## src/rtl/fetch_stage_if.sv

```systemverilog
// Fetch-stage bundle: instruction-memory request/response, execute redirect and IF/ID outputs.
// The id_misalign signal exists only when FETCH_MISALIGN_CHECK_EN is defined.
`default_nettype none

interface fetch_stage_if;
  logic        imem_req_valid;
  logic        imem_req_ready;
  logic [31:0] imem_req_addr;
  logic        imem_rsp_valid;
  logic [31:0] imem_rsp_data;
  logic        redirect_valid;
  logic [31:0] redirect_pc;
  logic        id_stall;
  logic        id_valid;
  logic [31:0] id_instr;
  logic [31:0] id_pc;
  logic [31:0] id_pc_plus4;
`ifdef FETCH_MISALIGN_CHECK_EN
  logic        id_misalign;

  modport master (
    output imem_req_valid, imem_req_addr,
    input  imem_req_ready, imem_rsp_valid, imem_rsp_data,
    input  redirect_valid, redirect_pc, id_stall,
    output id_valid, id_instr, id_pc, id_pc_plus4, id_misalign
  );

  modport slave (
    input  imem_req_valid, imem_req_addr,
    output imem_req_ready, imem_rsp_valid, imem_rsp_data,
    output redirect_valid, redirect_pc, id_stall,
    input  id_valid, id_instr, id_pc, id_pc_plus4, id_misalign
  );
`else
  modport master (
    output imem_req_valid, imem_req_addr,
    input  imem_req_ready, imem_rsp_valid, imem_rsp_data,
    input  redirect_valid, redirect_pc, id_stall,
    output id_valid, id_instr, id_pc, id_pc_plus4
  );

  modport slave (
    input  imem_req_valid, imem_req_addr,
    output imem_req_ready, imem_rsp_valid, imem_rsp_data,
    output redirect_valid, redirect_pc, id_stall,
    input  id_valid, id_instr, id_pc, id_pc_plus4
  );
`endif
endinterface

`default_nettype wire

```

## src/rtl/fetch_stage.sv

```systemverilog
// fetch_stage: RV32I PC/fetch FSM with IF/ID register, one-entry skid buffer and redirect flush.
// Optional FETCH_MISALIGN_CHECK_EN: misaligned redirect targets raise id_misalign and halt fetch.
`default_nettype none

module fetch_stage #(
  parameter logic [31:0] RESET_PC  = 32'h0000_0000,
  parameter logic [31:0] NOP_INSTR = 32'h0000_0013
) (
  input  logic          clk,
  input  logic          rst,
  fetch_stage_if.master bus
);

  typedef enum logic [1:0] {
    S_IDLE  = 2'd0,
    S_WAIT  = 2'd1,
    S_DRAIN = 2'd2,
    S_HALT  = 2'd3
  } state_e;

  state_e      state_q;
  logic [31:0] pc_q;
  logic [31:0] req_pc_q;
  logic        skid_valid_q;
  logic [31:0] skid_instr_q;
  logic [31:0] skid_pc_q;
  logic        id_valid_q;
  logic [31:0] id_instr_q;
  logic [31:0] id_pc_q;

  logic        req_valid;
  logic        handshake;
  logic        rsp_live;
  logic        if_free;
  logic        consume;
  logic [31:0] redirect_tgt;

  assign req_valid = !rst && (state_q == S_IDLE) && !skid_valid_q;
  assign handshake = req_valid && bus.imem_req_ready;
  assign rsp_live  = (state_q == S_WAIT) && bus.imem_rsp_valid;
  assign if_free   = !id_valid_q || !bus.id_stall;
  assign consume   = id_valid_q && !bus.id_stall;

`ifdef FETCH_MISALIGN_CHECK_EN
  logic misalign_q;
  logic redirect_bad;

  assign redirect_tgt    = bus.redirect_pc;
  assign redirect_bad    = (bus.redirect_pc[1:0] != 2'b00);
  assign bus.id_misalign = misalign_q;
`else
  logic unused_redirect_lsb;

  assign redirect_tgt        = {bus.redirect_pc[31:2], 2'b00};
  assign unused_redirect_lsb = ^bus.redirect_pc[1:0];
`endif

  always_ff @(posedge clk) begin
    if (rst) begin
      state_q      <= S_IDLE;
      pc_q         <= RESET_PC;
      req_pc_q     <= RESET_PC;
      skid_valid_q <= 1'b0;
      skid_instr_q <= NOP_INSTR;
      skid_pc_q    <= RESET_PC;
      id_valid_q   <= 1'b0;
      id_instr_q   <= NOP_INSTR;
      id_pc_q      <= RESET_PC;
`ifdef FETCH_MISALIGN_CHECK_EN
      misalign_q   <= 1'b0;
`endif
    end else if (bus.redirect_valid) begin
      // Redirect overrides stall and discards any same-cycle response.
      pc_q         <= redirect_tgt;
      id_valid_q   <= 1'b0;
      id_instr_q   <= NOP_INSTR;
      skid_valid_q <= 1'b0;
      case (state_q)
        S_WAIT:  state_q <= rsp_live ? S_IDLE : S_DRAIN;
        S_DRAIN: state_q <= bus.imem_rsp_valid ? S_IDLE : S_DRAIN;
        default: state_q <= handshake ? S_DRAIN : S_IDLE;
      endcase
`ifdef FETCH_MISALIGN_CHECK_EN
      misalign_q <= 1'b0;
      if (redirect_bad) begin
        id_valid_q <= 1'b1;
        id_pc_q    <= bus.redirect_pc;
        misalign_q <= 1'b1;
        state_q    <= S_HALT;
      end
`endif
    end else begin
      if (handshake) begin
        req_pc_q <= pc_q;
        pc_q     <= pc_q + 32'd4;
        state_q  <= S_WAIT;
      end
      if ((state_q == S_DRAIN) && bus.imem_rsp_valid) begin
        state_q <= S_IDLE;
      end
      if (rsp_live) begin
        state_q <= S_IDLE;
        if (if_free) begin
          id_valid_q <= 1'b1;
          id_instr_q <= bus.imem_rsp_data;
          id_pc_q    <= req_pc_q;
        end else begin
          skid_valid_q <= 1'b1;
          skid_instr_q <= bus.imem_rsp_data;
          skid_pc_q    <= req_pc_q;
        end
      end else if (consume) begin
        if (skid_valid_q) begin
          id_instr_q   <= skid_instr_q;
          id_pc_q      <= skid_pc_q;
          skid_valid_q <= 1'b0;
        end else begin
          id_valid_q <= 1'b0;
          id_instr_q <= NOP_INSTR;
        end
`ifdef FETCH_MISALIGN_CHECK_EN
        misalign_q <= 1'b0;
`endif
      end
    end
  end

  assign bus.imem_req_valid = req_valid;
  assign bus.imem_req_addr  = pc_q;
  assign bus.id_valid       = id_valid_q;
  assign bus.id_instr       = id_instr_q;
  assign bus.id_pc          = id_pc_q;
  assign bus.id_pc_plus4    = id_pc_q + 32'd4;

endmodule

`default_nettype wire
```

## src/flat_wrapper.sv

```systemverilog
// flat-port wrapper written by rule: the top's interface ports become plain ports
module fetch_stage_flat 
#(
  parameter logic [31:0] RESET_PC  = 32'h0000_0000,
  parameter logic [31:0] NOP_INSTR = 32'h0000_0013
)
  (clk, rst, bus_imem_req_valid, bus_imem_req_addr, bus_imem_req_ready, bus_imem_rsp_valid, bus_imem_rsp_data, bus_redirect_valid, bus_redirect_pc, bus_id_stall, bus_id_valid, bus_id_instr, bus_id_pc, bus_id_pc_plus4);
  fetch_stage_if bus_i ();
  input  logic clk;
  input  logic rst;
  output wire logic [$bits(bus_i.imem_req_valid)-1:0] bus_imem_req_valid;
  output wire logic [$bits(bus_i.imem_req_addr)-1:0] bus_imem_req_addr;
  input wire logic [$bits(bus_i.imem_req_ready)-1:0] bus_imem_req_ready;
  input wire logic [$bits(bus_i.imem_rsp_valid)-1:0] bus_imem_rsp_valid;
  input wire logic [$bits(bus_i.imem_rsp_data)-1:0] bus_imem_rsp_data;
  input wire logic [$bits(bus_i.redirect_valid)-1:0] bus_redirect_valid;
  input wire logic [$bits(bus_i.redirect_pc)-1:0] bus_redirect_pc;
  input wire logic [$bits(bus_i.id_stall)-1:0] bus_id_stall;
  output wire logic [$bits(bus_i.id_valid)-1:0] bus_id_valid;
  output wire logic [$bits(bus_i.id_instr)-1:0] bus_id_instr;
  output wire logic [$bits(bus_i.id_pc)-1:0] bus_id_pc;
  output wire logic [$bits(bus_i.id_pc_plus4)-1:0] bus_id_pc_plus4;
  assign bus_imem_req_valid = bus_i.imem_req_valid;
  assign bus_imem_req_addr = bus_i.imem_req_addr;
  assign bus_i.imem_req_ready = bus_imem_req_ready;
  assign bus_i.imem_rsp_valid = bus_imem_rsp_valid;
  assign bus_i.imem_rsp_data = bus_imem_rsp_data;
  assign bus_i.redirect_valid = bus_redirect_valid;
  assign bus_i.redirect_pc = bus_redirect_pc;
  assign bus_i.id_stall = bus_id_stall;
  assign bus_id_valid = bus_i.id_valid;
  assign bus_id_instr = bus_i.id_instr;
  assign bus_id_pc = bus_i.id_pc;
  assign bus_id_pc_plus4 = bus_i.id_pc_plus4;
  fetch_stage #(.RESET_PC(RESET_PC), .NOP_INSTR(NOP_INSTR)) u_core (.clk(clk), .rst(rst), .bus(bus_i));
endmodule
```

## config.mk

```make
export PLATFORM = sky130hd
export DESIGN_NAME = fetch_stage_flat
export DESIGN_NICKNAME = d
export VERILOG_FILES = /design/src/rtl/fetch_stage_if.sv /design/src/rtl/fetch_stage.sv /design/src/flat_wrapper.sv
export SDC_FILE = /design/constraint.sdc
export NUM_CORES = 1
export LEC_CHECK = 0
export ABC_CLOCK_PERIOD_IN_PS = 1800
export CAP_MARGIN = 25
export CORE_ASPECT_RATIO = 1.75
export CORE_UTILIZATION = 45
export CTS_CLUSTER_DIAMETER = 80
export CTS_CLUSTER_SIZE = 10
export DETAILED_ROUTE_END_ITERATION = 7
export GPL_ROUTABILITY_DRIVEN = 1
export PLACE_DENSITY = 0.87
export SYNTH_ARGS = -nofsm -noshare
export SYNTH_HDL_FRONTEND = slang
export SYNTH_SLANG_ARGS = --single-unit
```

## constraint.sdc

```tcl
create_clock -name clk -period 1.8 [get_ports clk]
set_input_delay 0.18 -clock clk [delete_from_list [all_inputs] [get_ports clk]]
set_output_delay 0.18 -clock clk [all_outputs]
set_load 0.005 [all_outputs]
```

==> flow_summary.yaml, run 1 <==
yosys:
  synth_flop_cell: "dfxtp_1"
  synth_most_common_cell: "nand2_1"
  synth_common_cells: "314 x nand2_1, 188 x dfxtp_1, 97 x a21oi_1"
  seq_area_frac_synth: 0.441
  synth_cells: 1113
  syn_area_sq_mm: 0.00853
  yosys-top-cells-area: "dfxtp_1 44%, nand2_1 14%, a311oi_1 6.6%"
  synth_async_sr_flop_share: 0
  yosysUniqueCellTypes: 54
  yosysTopAreaCell: "dfxtp_1"
  ys_warn_count: 0
  ys_seq_elements: 188
  synth_edf_count: 0
  avgSynthCellArea_sq_um: 7.66
  synth.top_cell.area_share: 0.441
clock_tree:
  clock_path_buffers: 2
  h-tree-depth: 4
  path_clk_slew_ns: 0.09
  cts_buffers: 17
  cts_tree: "done"
  clock_latency_ns: 0.43
  cts_sinks: 188
  root_buffer: "clkbuf_16"
global_route:
  grt_use_total: 0.299
  grt_pass1_wl_microns: 46800
  overflow: 0
  antenna_found_initial: 1
  grt_pass1_vias: 9528
  grt_max_degree: 101
setup_path:
  cp_max_fo: 2
  regToRegSetupSlack_ns: -0.28
  worst_ep_arrival_time_ns: 2.12
  setup.worst_path.start_class: "flip-flop"
  cp_data_required_time_ns: 1.62
  worstSetupPathType: "flip-flop to primary output"
  cp-end-kind: "primary output"
  r2r_cells: 9
sta:
  slew_violations: 0
  finalWorstSetupSlack_ns: -0.500
  rsz0062_at_grt: "true"
  slew_headroom: 0.242
  hold_viol_final: 0
  fin_crit_ns: 2.30
  period_share: 1.28
  setup_tns_ns: -10.53
  max_freq_mhz: 435
  setup_viol: 63
  fin_skew_ns: 0.0152
  worstMarginPinSlew_ns: 1.14
place:
  port_buffers: 191
  place_hpwl_microns: 18700
  dp_cells: 1594
  placed_cell_area_sq_mm: 0.0117
  gp_congestion: 0.963
final_layout:
  drive_gt1_frac: 0.275
  fin_cells: 1674
  nNetsFinal: 1496
  syn_to_final_growth_pct: 60.7
  final_area_sq_mm: 0.0137
power_and_ir_drop:
  vdd_ir_drop_max_mv: 0.725
  p_total_mw: 9.20
  p_clk_frac: 0.433
  pwr-share-seq: 0.466
  p_per_area_mw_per_mm2: 671
  intPower_mw: 6.74
  p_comb_frac: 0.100
  leakage_nw: 4.97
  netSwitchingFraction: 0.267
  netSwitchingPower_mw: 2.46
floorplan:
  start_util: 0.459
  ioPinCount: 200
  die_x_microns: 106
  rows: 66
  core_sq_mm: 0.0186
  die-area_sq_mm: 0.0195
  die_y_microns: 184
routing:
  routed_wirelength_microns: 33800
  vias: 10100
  antenna_left: 0
  drcViolationCount: 0
  viasPerCell: 6.05
  drt_iter0_drc: 952
  first_pass_iters: 6
  drt-wirelength-per-cell_microns: 20.2
worst_hold_path:
  whs_path_depth: 3
  hold_path_class: "primary input to flip-flop"
run_status:
  violations: "negative setup slack"
  status: "complete, but fails checks"
run:
  cap_viol_max_count: 0
-- critical path, cell delays in order, from the launching register on --
cell	delay (ns)
dfxtp_1	0.40
nand4_1	0.21
or3_1	0.54
nor3_4	0.23
xnor2_1	0.16
buf_2	0.15
-- final timing paths --
check | startpoint | to
max | u_core.bus.id_pc[21] | bus_id_pc_plus4[30]
min | rst | u_core.bus.imem_req_addr[3]
max reg2reg | u_core.state_q[1] | u_core.bus.id_pc[26]
min reg2reg | u_core.skid_pc_q[23] | u_core.skid_pc_q[23]
-- area by class of cell --
type | count | area, sq um
Multi-Input combinational cell | 824 | 5170
Antenna cell | 2 | 5.00
Inverter | 13 | 48.8
Fill cell | 1184 | 4880
Timing Repair Buffer | 377 | 3710
Sequential cell | 188 | 3830
Clock inverter | 15 | 218
Tap cell | 238 | 298
Clock buffer | 17 | 425
-- flip-flops by register name, indices dropped and copies added, names as in the netlist --
| register | count |
|---|---|
| u_core.req_pc_q | 30 |
| u_core.skid_valid_q | 1 |
| u_core.state_q | 2 |
| u_core.skid_instr_q | 32 |
| u_core.skid_pc_q | 30 |
| u_core.bus.id_pc | 30 |
| u_core.bus.id_instr | 32 |
| u_core.bus.id_valid | 1 |
| u_core.bus.imem_req_addr | 30 |
-- per-stage QoR --
step | utilization | worst slack [ns] | hold slack (ns)
6_report | 0.737 | -0.500 | 0.205
5_1_grt | 0.737 | -0.601 | 0.222
4_1_cts | 0.695 | -0.407 | 0.186
3_5_place_dp | 0.628 | -0.491 | 0.447
3_3_place_gp | 0.628 | -0.530 | 0.437
2_1_floorplan | - | -0.0894 | 0.304
-- metal layers --
metal	vias to the layer above	share of wire	wire length (microns)	GRT usage
li1	4512	-	-	-
met1	4739	0.34	11400	0.325
met2	687	0.52	17600	0.544
met3	195	0.071	2410	0.0385
met4	0	0.072	2420	0.184
met5	-	0	0	0
-- power groups by stage --
stage | clock, mW | combinational [mW] | sequential (mW)
6_report | 3.98 | 0.923 | 4.29
5_1_grt | 4.20 | 0.975 | 4.30
4_1_cts | 3.97 | 0.873 | 4.28
3_5_place_dp | 0 | 0.840 | 4.38
3_3_place_gp | 0 | 0.830 | 4.38
2_1_floorplan | 0 | 0.305 | 4.40
-- timing repair --
item	in CTS	in global routing
buffers inserted	26	12
resized for setup	204	117
pin swaps	68	67
hold buffers	0	0
cloned	4	10
setup endpoints to repair	86	106
-- layout by cell type (no fill, tap or decap), types with 9 or more instances in the layout --
cell             count
a211oi_1            10
a21oi_1             93
a311oi_1            40
a311oi_2            24
buf_12              12
buf_2               23
buf_4              122
buf_6               36
clkbuf_16           26
clkdlybuf4s50_1    161
dfxtp_1            158
dfxtp_2             20
dfxtp_4             10
inv_1               10
nand2_1            305
nand3_1             49
nand3_4              9
nand4_1             16
nor2_1              65
nor2_2              12
nor2_4              10
o21ai_0             10
xnor2_1             17
xor2_1              18
-- cell families after synthesis --
group	after synthesis	synth area share
simple gates	557	0.290
fa+ha+maj	5	0.00734
xor+xnor	39	0.0401
flops	188	0.441
buf+inv	107	0.0508
mux	1	0.00132
other cells	1	0.000440
compound gates	215	0.169
(Power assumes the default switching activity.)
==> run 2: changes to the inputs <==
SLEW_MARGIN = 20   (was not set)
==> results of run 2 <==
Final layout, timing and power as in run 1 (identical DEF).
